<file path="src/rtl/mux_arb_pkg.sv">
// mux_arb_pkg: shared constants and helpers for the mux_arb_n block.
// Holds the channel-count limit and the select-width function used by the
// top-level multiplexer and its arbiter.
package mux_arb_pkg;

  // Largest channel count the block is designed for.
  localparam int MAX_CHANNELS = 16;

  // Width of a channel index. Never less than one bit.
  function automatic int sel_width(input int n);
    sel_width = (n <= 2) ? 1 : $clog2(n);
  endfunction

endpackage

</file>
<file path="src/rtl/mux_arb_n_rr_arbiter.sv">
// rr_arbiter: combinational arbiter.
// The search for a requester starts at index ptr and wraps from the top index
// back to 0. The first requester found wins. The winner is held internally as
// a one-hot vector and then encoded to an index.
// Tying ptr to 0 turns this into a fixed-priority arbiter where the lowest
// index wins.
module rr_arbiter
  import mux_arb_pkg::*;
#(
  parameter  int CHANNELS = 4,
  localparam int SEL_W    = sel_width(CHANNELS)
) (
  input  logic [CHANNELS-1:0] req,
  input  logic [SEL_W-1:0]    ptr,
  output logic [SEL_W-1:0]    grant,
  output logic                grant_valid
);

  logic [CHANNELS-1:0] onehot;
  logic [SEL_W-1:0]    idx;

  // Walk the request vector starting at ptr and mark the first requester.
  always_comb begin
    onehot      = '0;
    grant_valid = 1'b0;
    idx         = '0;
    for (int k = 0; k < CHANNELS; k++) begin
      idx         = SEL_W'((int'(ptr) + k) % CHANNELS);
      onehot[idx] = onehot[idx] | (req[idx] & ~grant_valid);
      grant_valid = grant_valid | req[idx];
    end
  end

  // Encode the one-hot winner. At most one bit is set, so OR-ing the indices works.
  always_comb begin
    grant = '0;
    for (int i = 0; i < CHANNELS; i++) begin
      grant = grant | (onehot[i] ? SEL_W'(i) : {SEL_W{1'b0}});
    end
  end

endmodule

</file>
<file path="src/rtl/mux_arb_n.sv">
// mux_arb_n: registered N-way multiplexer with a valid/ready handshake on every
// channel.
// Each cycle one granted word moves into a single output register.
// Setting force_en bypasses arbitration: the channel given by force_sel is used.
// Optional feature: define MUX_ARB_ROUND_ROBIN_EN to get round-robin arbitration.
// When it is not defined, the arbiter uses fixed priority (lowest index wins)
// and there is no pointer register.
module mux_arb_n
  import mux_arb_pkg::*;
#(
  parameter  int WIDTH    = 16,
  parameter  int CHANNELS = 4,
  localparam int SEL_W    = sel_width(CHANNELS)
) (
  input  logic                      clk,
  input  logic                      reset,
  input  logic [CHANNELS*WIDTH-1:0] in_data,
  input  logic [CHANNELS-1:0]       in_valid,
  output logic [CHANNELS-1:0]       in_ready,
  input  logic                      force_en,
  input  logic [SEL_W-1:0]          force_sel,
  output logic [WIDTH-1:0]          out_data,
  output logic                      out_valid,
  input  logic                      out_ready,
  output logic [SEL_W-1:0]          out_sel
);

  // force_sel may address codes at or above CHANNELS. Padding the valid vector
  // makes those codes read as "not valid" instead of indexing out of range.
  localparam int PAD_N = 1 << SEL_W;

  logic             load_ok;
  logic             arb_valid;
  logic             grant_valid;
  logic             force_ok;
  logic [SEL_W-1:0] arb_grant;
  logic [SEL_W-1:0] grant;
  logic [SEL_W-1:0] ptr;
  logic [PAD_N-1:0] valid_pad;
  logic [WIDTH-1:0] sel_data;

  // The output register can take a new word when it is empty or is being read this cycle.
  assign load_ok   = !out_valid || out_ready;
  assign valid_pad = PAD_N'(in_valid);
  assign force_ok  = (int'(force_sel) < CHANNELS) && valid_pad[force_sel];

  rr_arbiter #(
    .CHANNELS (CHANNELS)
  ) u_arb (
    .req         (in_valid),
    .ptr         (ptr),
    .grant       (arb_grant),
    .grant_valid (arb_valid)
  );

  // Choose between the forced grant and the arbiter's grant.
  always_comb begin
    if (force_en) begin
      grant       = force_sel;
      grant_valid = force_ok;
    end else begin
      grant       = arb_grant;
      grant_valid = arb_valid;
    end
  end

  // Select the granted channel's word.
  always_comb begin
    sel_data = '0;
    for (int i = 0; i < CHANNELS; i++) begin
      sel_data = sel_data |
                 ((grant == SEL_W'(i)) ? in_data[i*WIDTH +: WIDTH] : {WIDTH{1'b0}});
    end
  end

  // Accept only the granted channel, only when the register can load, and never during reset.
  always_comb begin
    in_ready = '0;
    for (int i = 0; i < CHANNELS; i++) begin
      in_ready[i] = !reset && load_ok && grant_valid && (grant == SEL_W'(i));
    end
  end

  // Output register: load a granted word, or go empty once the current word has been read.
  always_ff @(posedge clk) begin
    if (reset) begin
      out_valid <= 1'b0;
      out_data  <= '0;
      out_sel   <= '0;
    end else if (load_ok) begin
      if (grant_valid) begin
        out_data  <= sel_data;
        out_sel   <= grant;
        out_valid <= 1'b1;
      end else begin
        out_valid <= 1'b0;
      end
    end else begin
      out_valid <= out_valid;
    end
  end

`ifdef MUX_ARB_ROUND_ROBIN_EN
  logic [SEL_W-1:0] ptr_next;

  assign ptr_next = (int'(arb_grant) == CHANNELS - 1) ? {SEL_W{1'b0}} : arb_grant + 1'b1;

  // The pointer moves to the channel after the winner, but only for arbitrated grants that are accepted.
  always_ff @(posedge clk) begin
    if (reset) begin
      ptr <= '0;
    end else if (load_ok && !force_en && arb_valid) begin
      ptr <= ptr_next;
    end else begin
      ptr <= ptr;
    end
  end
`else
  assign ptr = '0;
`endif

endmodule

</file>
<file path="config.mk">
export PLATFORM = sky130hd
export DESIGN_NAME = mux_arb_n
export DESIGN_NICKNAME = d
export VERILOG_FILES = /design/src/rtl/mux_arb_pkg.sv /design/src/rtl/mux_arb_n_rr_arbiter.sv /design/src/rtl/mux_arb_n.sv
export SDC_FILE = /design/constraint.sdc
export NUM_CORES = 1
export LEC_CHECK = 0
export CAP_MARGIN = 20
export CORE_MARGIN = 3
export CORE_UTILIZATION = 40
export CTS_CLUSTER_DIAMETER = 60
export DETAILED_ROUTE_END_ITERATION = 8
export HOLD_SLACK_MARGIN = 0.02
export PLACE_DENSITY = 0.86
export SLEW_MARGIN = 30
export SYNTH_ARGS = -nofsm -noshare
export SYNTH_HDL_FRONTEND = slang
export SYNTH_SLANG_ARGS = --single-unit
</file>
<file path="constraint.sdc">
create_clock -name clk -period 5 [get_ports clk]
set_clock_uncertainty 0.1 [all_clocks]
set_input_delay 0.75 -clock clk [delete_from_list [all_inputs] [get_ports clk]]
set_output_delay 0.75 -clock clk [all_outputs]
set_load 0.1 [all_outputs]
</file>
==> impl_metrics.yaml, run 1 <==
setup_path:
  timing.reg2reg.setup_slack_ps: 3180
  cp.arrival_ps: 2930
  start_kind: "input pin"
  critPathCapture: "in_ready[3]"
  crit_type: "in -> out"
  critPathRequiredTime_ps: 4150
  crit_start: "force_en"
  endpoint_kind: "output pin"
  r2r-start: "out_valid"
  ff2ff_path_depth: 5
  cp_max_fo: 18
  reg2reg_to: "out_data[12]"
cells_and_area:
  final_common_cell: "clkdlybuf4s50_1"
  nets: 341
  syn2layout_area_growth_pct: 61.3
  antennaDiodeCount: 0
  fillCellCount: 278
  layout_common_cells: "clkdlybuf4s50_1, inv_1, dfxtp_1"
  drive_gt1_share_pct: 7.52
clock_network:
  cts.clk_slew.worst_paths_ps: 70
  postCtsSetupBuffers: 0
  cts_max_level: 1
  worst_skew_pair.late_latency_ps: 260
  clk_path_buf_depth: 2
  cts_made_buffers: 3
  tritoncts: "built"
  cts_sinks: 19
  cts.repair.resized: 0
  postCtsHoldBufs: 0
  clockRootBuffer: "clkbuf_8"
logic_synthesis:
  yosys_warnings: 0
  ys_ff_latch: 19
  synth_cells: 182
  ys_seq_area_share_pct: 24.6
  synth.distinct_cells: 32
  netlist_area_sq_um: 1550
  synth.net_count: 256
  post_synth.cell_area_avg_sq_um: 8.50
  synth_top_area_cell: "dfxtp_1"
  synth.top_cell.area_share_pct: 24.6
  synth.area.top_cells: "dfxtp_1, a2111oi_0, a221oi_1"
floorplanning:
  chipWidth_um: 68.2
  dieArea_sq_um: 4650
  start_util_pct: 44.0
  die_h_um: 68.2
  core-area_sq_um: 3520
  rows: 21
  io_pins: 97
power_and_ir_drop:
  power.total_uw: 635
  ir_drop_v: 0.000179
  p_sw_share_pct: 45.1
  powerDensity_nw_per_um2: 254
  pwr-share-comb_pct: 55.0
  clockPowerShare_pct: 17.0
  pwr-share-seq_pct: 28.1
  p_int_uw: 348
  cellLeakagePower_uw: 0.000908
  power_switching_uw: 287
drt:
  drc: 0
  wl_um: 5350
  dr_total_vias: 1743
  drtPass1Iterations: 4
  drt_iter0_drc: 130
  antenna_left: 0
  routed_via_density: 5.59
  wl_per_cell_um: 17.2
timing:
  period_share_pct: 75.5
  slew_viol_final: 0
  rsz0062_at_grt: "no"
  hold_violations: 0
  max_slew.worst_pin.slew_ps: 1000
  clock.fmax_mhz: 265
  final-setup-viol-count: 0
  fin_ws_ps: 1220
  setup_tns_ps: 0
  hold_ws_ps: 357
  slew-limit-headroom_pct: 33.0
  min_period_ps: 3780
grt:
  grt_overflow: 0
  track_usage_pct: 23.0
  antenna_found_initial: 0
  grt_pass1_vias: 1634
  grt_pass1_wl_um: 8070
  grt_max_degree: 20
run_status:
  status: "completed"
placement:
  portBuffers: 96
  pre_cts_ws_ps: 1240
  dpl.hpwl_um: 4180
  place_congestion: 0.820
run:
  cap_violations: 0
worst_hold_path:
  hold_class: "reg -> reg"
  hold_depth: 2
-- per-layer routing --
metal	part of all wire [%]	wire length, um	vias up	global-route usage [%]
li1	-	-	867	-
met5	0	0	-	0
met4	0.75	40	0	5.46
met3	5.4	289	6	3.78
met1	43	2300	806	32.3
met2	51	2720	64	36.6
-- flip-flops by register name, summed over array words and instances (netlist names) --
register and flops:
out_data 16, out_sel 2, out_valid 1
-- through the flow --
step           cells  instance area [sq um]  util, %
3_5_place_dp     308                   2450     69.6
3_3_place_gp     308                   2450     69.6
5_1_grt          312                   2500     70.9
4_1_cts          312                   2500     70.9
2_1_floorplan    182                   1550        -
6_report         312                   2500     70.9
-- critical path, stage by stage --
cell and delay (ps):
clkdlybuf4s50_1 600, and2b_1 440, a211o_1 520, nor3_1 280, buf_4 330
-- power by group through the flow --
stage | Sequential [uW] | Clock [uW] | Combinational, uW
floorplan | 308 | 0 | 112
global placement | 181 | 0 | 344
detailed placement | 181 | 0 | 348
CTS | 178 | 108 | 349
global route | 180 | 115 | 367
finish | 178 | 108 | 349
-- Yosys cell counts (all sizes together) --
library cell / number
buf: 15
and2b: 1
mux4: 1
nor2: 4
o221ai: 1
nand2b: 2
o22ai: 1
and2: 16
a21oi: 1
or2: 2
inv: 34
a211oi: 17
o31ai: 1
o31a: 1
o32ai: 16
nand2: 2
or3: 1
or2b: 1
clkbuf: 5
nor3: 4
nor2b: 1
a2111oi: 16
a221oi: 16
a211o: 2
mux2i: 2
dfxtp: 19
-- area by class of cell --
| type | instances | area [sq um] | share of cell area (%) |
|---|---|---|---|
| clock inverters | 1 | 5.00 | 0.201 |
| well taps | 46 | 57.6 | 2.31 |
| repair buffers | 100 | 981 | 39.3 |
| clock buffers | 3 | 41.3 | 1.65 |
| flip-flops and latches | 19 | 380 | 15.2 |
| inverters | 34 | 128 | 5.11 |
| multi-input cells | 109 | 903 | 36.2 |
-- worst min path at each step --
stage                startpoint          end
floorplan                 reset    out_valid
global placement    out_data[7]  out_data[7]
detailed placement  out_data[0]  out_data[0]
CTS                 out_data[0]  out_data[0]
global route        out_data[2]  out_data[2]
finish              out_data[0]  out_data[0]
-- cell families after synthesis --
group / after synthesis / share of synthesized area (%)
AO/OA/AOI/OAI: 72 / 42.7
buffers and inverters: 54 / 17.1
flip-flops: 19 / 24.6
multiplexers: 3 / 2.75
AND/OR/NAND/NOR: 34 / 12.9
Note: power is estimated with default switching activity, not from simulation.
==> run 2: changes to the inputs <==
Settings changed: CORE_UTILIZATION 40 to 33, PLACE_DENSITY 0.86 to 0.76.
Clock period 5 ns to 3.42 ns, I/O delays scaled along.
==> run 2 against run 1 <==
Net effect:
- clock power is 44% higher
- power is 48% higher
- cell count is 3.5% higher
- worst hold slack worse by 2.0 ps
- critical path depth is 1 higher
- sequential cell count stayed put
- sequential share of layout area is 0.55 points lower
- setup slack worse by 860 ps
- routed wire length is 4.5% higher
- clock-buffer cell count is 1 higher
- combinational power is 50% higher
- largest power group unchanged
- highest routed layer unchanged
==> impl_metrics.yaml, run 2 (synthesized netlist as in run 1, its figures left out) <==
grt:
  grt_pass1_wl_um: 8510
  grt_max_degree: 18
  grt_pass1_vias: 1727
  antenna_found_initial: 0
  grt_overflow: 0
  track_usage_pct: 19.9
placement:
  portBuffers: 96
  place_congestion: 0.888
  dp.cells: 319
  pre_cts_ws_ps: 366
  dpl.hpwl_um: 4420
cells_and_area:
  final_common_cell: "clkdlybuf4s50_1"
  reg_top3: "out_data (16), out_sel (2), out_valid (1)"
  syn2layout_area_growth_pct: 67.3
  drive_gt1_share_pct: 8.86
  fillCellCount: 404
  layout_common_cells: "clkdlybuf4s50_1, inv_1, dfxtp_1"
  nets: 346
  stdcell_count: 323
  antennaDiodeCount: 0
  largest_register: "out_data"
  largest_reg_flops: 16
clock_network:
  cts.repair.resized: 0
  cts.clk_slew.worst_paths_ps: 70
  clockRootBuffer: "clkbuf_8"
  postCtsHoldBufs: 0
  postCtsSetupBuffers: 0
  cts_made_buffers: 3
  worst_skew_pair.late_latency_ps: 250
  tritoncts: "built"
  clk_path_buf_depth: 2
  cts_max_level: 1
  cts_sinks: 19
setup_path:
  cp_max_fo: 10
  crit_buf_inv: 2
  cp_cell_sequence: "clkdlybuf4s50_1 -> or3_1 -> o221ai_4 -> or2_1 -> nor3_1 -> buf_12"
  cp.arrival_ps: 2440
  critPathRequiredTime_ps: 2810
  start_kind: "input pin"
  crit_path_max_incr_delay_ps: 710
  crit_family: "buffers and inverters"
  worst_path_max_delay_cell: "clkdlybuf4s50_1"
  crit_start: "force_en"
  crit_type: "in -> out"
  r2r-start: "out_valid"
  endpoint_kind: "output pin"
run:
  cap_violations: 0
timing:
  slew-limit-headroom_pct: 32.8
  rsz0062_at_grt: "no"
  max_slew.worst_pin.slew_ps: 1000
  fin_ws_ps: 366
  clock.fmax_mhz: 327
  period_share_pct: 89.3
  hold_violations: 0
  slew_viol_final: 0
  final-setup-viol-count: 0
  min_period_ps: 3050
  hold_ws_ps: 355
floorplanning:
  start_util_pct: 34.8
  chipWidth_um: 74.5
  die_h_um: 74.5
  core-area_sq_um: 4440
  rows: 24
  dieArea_sq_um: 5550
  io_pins: 97
drt:
  wl_um: 5590
  dr_total_vias: 1758
  drtPass1Iterations: 4
  routed_via_density: 5.44
  drc: 0
  antenna_left: 0
  wl_per_cell_um: 17.3
  drt_iter0_drc: 46
worst_hold_path:
  hold_class: "reg -> reg"
  hold_start: "out_data[4]"
power_and_ir_drop:
  powerDensity_nw_per_um2: 364
  cellLeakagePower_uw: 0.000942
  ir_drop_v: 0.000231
run_status:
  status: "completed"
run 2: cell count changes in the layout (fill, tap and decap cells not counted), sizes merged:
| cell | change |
|---|---|
| buf | +5 |
| clkbuf | +1 |
| clkinv | -1 |
run 2: power by group:
part / switching, uW / internal [uW] / leakage [uW]
Combinational: 333 / 192 / 0.000762
Sequential: 13.4 / 247 / 0.000157
Clock: 73.6 / 82.8 / 0.0000228
Total: 421 / 522 / 0.000942
run 2: final timing paths:
path | to | slack [ps] | cells past startpoint
min reg2reg | out_data[4] | 360 | 2
max | in_ready[3] | 370 | 6
max reg2reg | out_data[14] | 1740 | 5
min | out_data[4] | 360 | 2
run 2: cell type report:
class | count | area [sq um] | area share [%]
repair buffers | 105 | 1070 | 41.3
clock buffers | 4 | 45.0 | 1.74
flip-flops and latches | 19 | 380 | 14.7
well taps | 52 | 65.1 | 2.51
inverters | 34 | 128 | 4.93
multi-input cells | 109 | 903 | 34.9
run 2: worst reg2reg max path, delay by kind of cell (launching register included):
| kind | cells | cell delay (ps) |
|---|---|---|
| buffers and inverters | 1 | 230 |
| AO/OA/AOI/OAI | 2 | 440 |
| AND/OR/NAND/NOR | 2 | 510 |
| flip-flops | 1 | 310 |
run 2: through the flow:
stage / setup TNS [ps] / area (sq um) / power (uW) / util (%)
finish: 0 / 2590 / 942 / 58.3
global placement: 0 / 2540 / 785 / 57.3
global route: 0 / 2590 / 980 / 58.3
CTS: 0 / 2590 / 943 / 58.3
detailed placement: 0 / 2540 / 790 / 57.3
floorplan: -2790 / 1550 / 614 / -
run 2: routing by layer:
layer | part of all wire (%) | vias to the layer above | track usage, %
met1 | 44 | 819 | 26.1
met5 | 0 | - | 0
met2 | 51 | 51 | 34.4
met4 | 2.2 | 0 | 5.73
met3 | 3.6 | 13 | 2.03
li1 | - | 875 | -
==> run 3: changes to the inputs <==
Clock period 3.42 ns to 2.6 ns, I/O delays scaled along.
==> run 3 against run 2 <==
Net effect:
- register-to-register slack worse by 810 ps
- worst hold slack better by 2.7 ps
- combinational power is 40% higher
- via count is 3.5% higher
- sequential cell count stayed put
- power is 38% higher
- clock-buffer cell count stayed put
- non-clock buffer count is 19 higher
- clock power is 43% higher
==> impl_metrics.yaml, run 3 (synthesized netlist as in run 1, its figures left out) <==
cells_and_area:
  fin_area_sq_um: 2800
  multi_input_area_sq_um: 953
  reg_top3: "out_data (16), out_sel (2), out_valid (1)"
  nets: 365
  largest_register: "out_data"
  fillCellCount: 403
  antennaDiodeCount: 0
  final_common_cell: "clkdlybuf4s50_1"
  syn2layout_area_growth_pct: 80.8
  utilization_pct: 63.0
  seq_area_sq_um: 382
  drive_gt1_share_pct: 23.8
  layout_common_cells: "clkdlybuf4s50_1, buf_4, inv_1, dfxtp_1"
  largest_reg_flops: 16
timing:
  fin_ws_ps: 52.4
  period_share_pct: 98.0
  max_slew.worst_pin.slew_ps: 489
  slew-limit-headroom_pct: 66.5
  rsz0062_at_grt: "no"
  min_period_ps: 2550
  hold_violations: 0
  clock.fmax_mhz: 393
  slew_viol_final: 0
  final-setup-viol-count: 0
floorplanning:
  start_util_pct: 34.8
  rows: 24
  dieArea_sq_um: 5550
  chipWidth_um: 74.5
  io_pins: 97
  core-area_sq_um: 4440
  die_h_um: 74.5
clock_network:
  cts_sinks: 19
  clk_path_buf_depth: 2
  worst_skew_pair.late_latency_ps: 270
  clockRootBuffer: "clkbuf_8"
  tritoncts: "built"
  postCtsHoldBufs: 0
  cts.clk_slew.worst_paths_ps: 80
  cts_made_buffers: 3
  cts_max_level: 1
setup_path:
  cp_cell_sequence: "clkdlybuf4s50_1 -> buf_4 -> and2b_1 -> a211o_1 -> nor3_4 -> buf_12"
  crit_type: "in -> out"
  endpoint_kind: "output pin"
  start_kind: "input pin"
  cp.arrival_ps: 2060
  worst_path_max_delay_cell: "clkdlybuf4s50_1"
  crit_family: "buffers and inverters"
  critPathRequiredTime_ps: 2110
  crit_path_max_incr_delay_ps: 410
  ff2ff_path_depth: 6
  r2r-start: "out_valid"
  reg2reg_to: "out_data[11]"
  crit_buf_inv: 3
  cp_max_fo: 7
  timing.reg2reg.setup_slack_ps: 930
grt:
  grt_pass1_wl_um: 8810
  track_usage_pct: 20.7
  grt_overflow: 0
  antenna_found_initial: 0
  grt_max_degree: 20
  grt_pass1_vias: 1803
placement:
  pre_cts_ws_ps: -154
  place_congestion: 0.856
  portBuffers: 96
  dpl.hpwl_um: 4650
  dpl_cell_area_sq_um: 2750
power_and_ir_drop:
  cellLeakagePower_uw: 0.00113
  powerDensity_nw_per_um2: 465
  ir_drop_v: 0.000296
run:
  cap_violations: 0
worst_hold_path:
  hold_start: "out_data[10]"
  hold_depth: 2
  min_to: "out_data[10]"
  hold_class: "reg -> reg"
drt:
  antenna_left: 0
  drc: 0
  dr_total_vias: 1820
  wl_um: 5680
  wl_per_cell_um: 16.6
  routed_via_density: 5.32
  drtPass1Iterations: 4
  drt_iter0_drc: 68
run_status:
  status: "completed"
==> run 3: cell types whose count changed in the layout (fill, tap and decap cells not counted), moves of 2 or more <==
| cell | change |
|---|---|
| buf_4 | +33 |
| dlygate4sd2_1 | +4 |
| buf_12 | +5 |
| nor3_1 | -4 |
| nor3_4 | +4 |
| clkdlybuf4s50_1 | -25 |
| dlymetal6s2s_1 | +2 |
==> run 3: worst max path at each step <==
stage / startpoint / end / cells past startpoint
5_1_grt: force_en / in_ready[3] / 6
2_1_floorplan: force_en / in_ready[1] / 7
3_3_place_gp: force_sel[0] / in_ready[3] / 7
6_report: force_en / in_ready[3] / 6
3_5_place_dp: force_sel[0] / in_ready[3] / 7
4_1_cts: in_valid[0] / in_ready[0] / 7
==> run 3: area by class of cell <==
class                   count  share of cell area (%)
clock buffers               4                    1.61
inverters                  34                    4.56
multi-input cells         109                    34.1
flip-flops and latches     19                    13.6
well taps                  52                    2.32
repair buffers            124                    43.8
==> run 3: timing repair <==
item / CTS / global route
setup buffers: 0 / 0
endpoints found under the hold margin: 0 / 0
gates resized for setup: 5 / 3
pin swaps: 1 / 1
endpoints found under the setup margin: 4 / 4
==> run 3: worst min-delay path: cells and delay by family, from the launching register on <==
| kind | cells | cell delay, ps |
|---|---|---|
| AO/OA/AOI/OAI | 1 | 50 |
| buffers and inverters | 1 | 50 |
| flip-flops | 1 | 310 |
==> run 3: power by group <==
part           leakage (uW)  total, uW  internal [uW]  switching [uW]
logic              0.000948        734            282             452
registers          0.000157        344            325            18.7
clock network     0.0000228        223            110             113
total               0.00113       1300            717             584
==> run 3: per-layer routing <==
| layer | global-route usage, % | wire length, um | up-vias | share of wire (%) |
|---|---|---|---|---|
| li1 | - | - | 914 | - |
| met1 | 26.4 | 2450 | 839 | 43 |
| met2 | 35.3 | 2870 | 56 | 51 |
| met3 | 3.51 | 260 | 11 | 4.6 |
| met4 | 6.52 | 98 | 0 | 1.7 |
| met5 | 0 | 0 | - | 0 |
==> run 3: per-stage QoR <==
stage / total power (uW) / hold WS [ps] / setup TNS, ps / cells
floorplan: 818 / 352 / 0 / 182
CTS: 1300 / 359 / 0 / 342
global route: 1350 / 381 / 0 / 342
detailed placement: 1090 / 347 / -597 / 338
global placement: 1080 / 342 / -449 / 338
finish: 1300 / 358 / 0 / 342
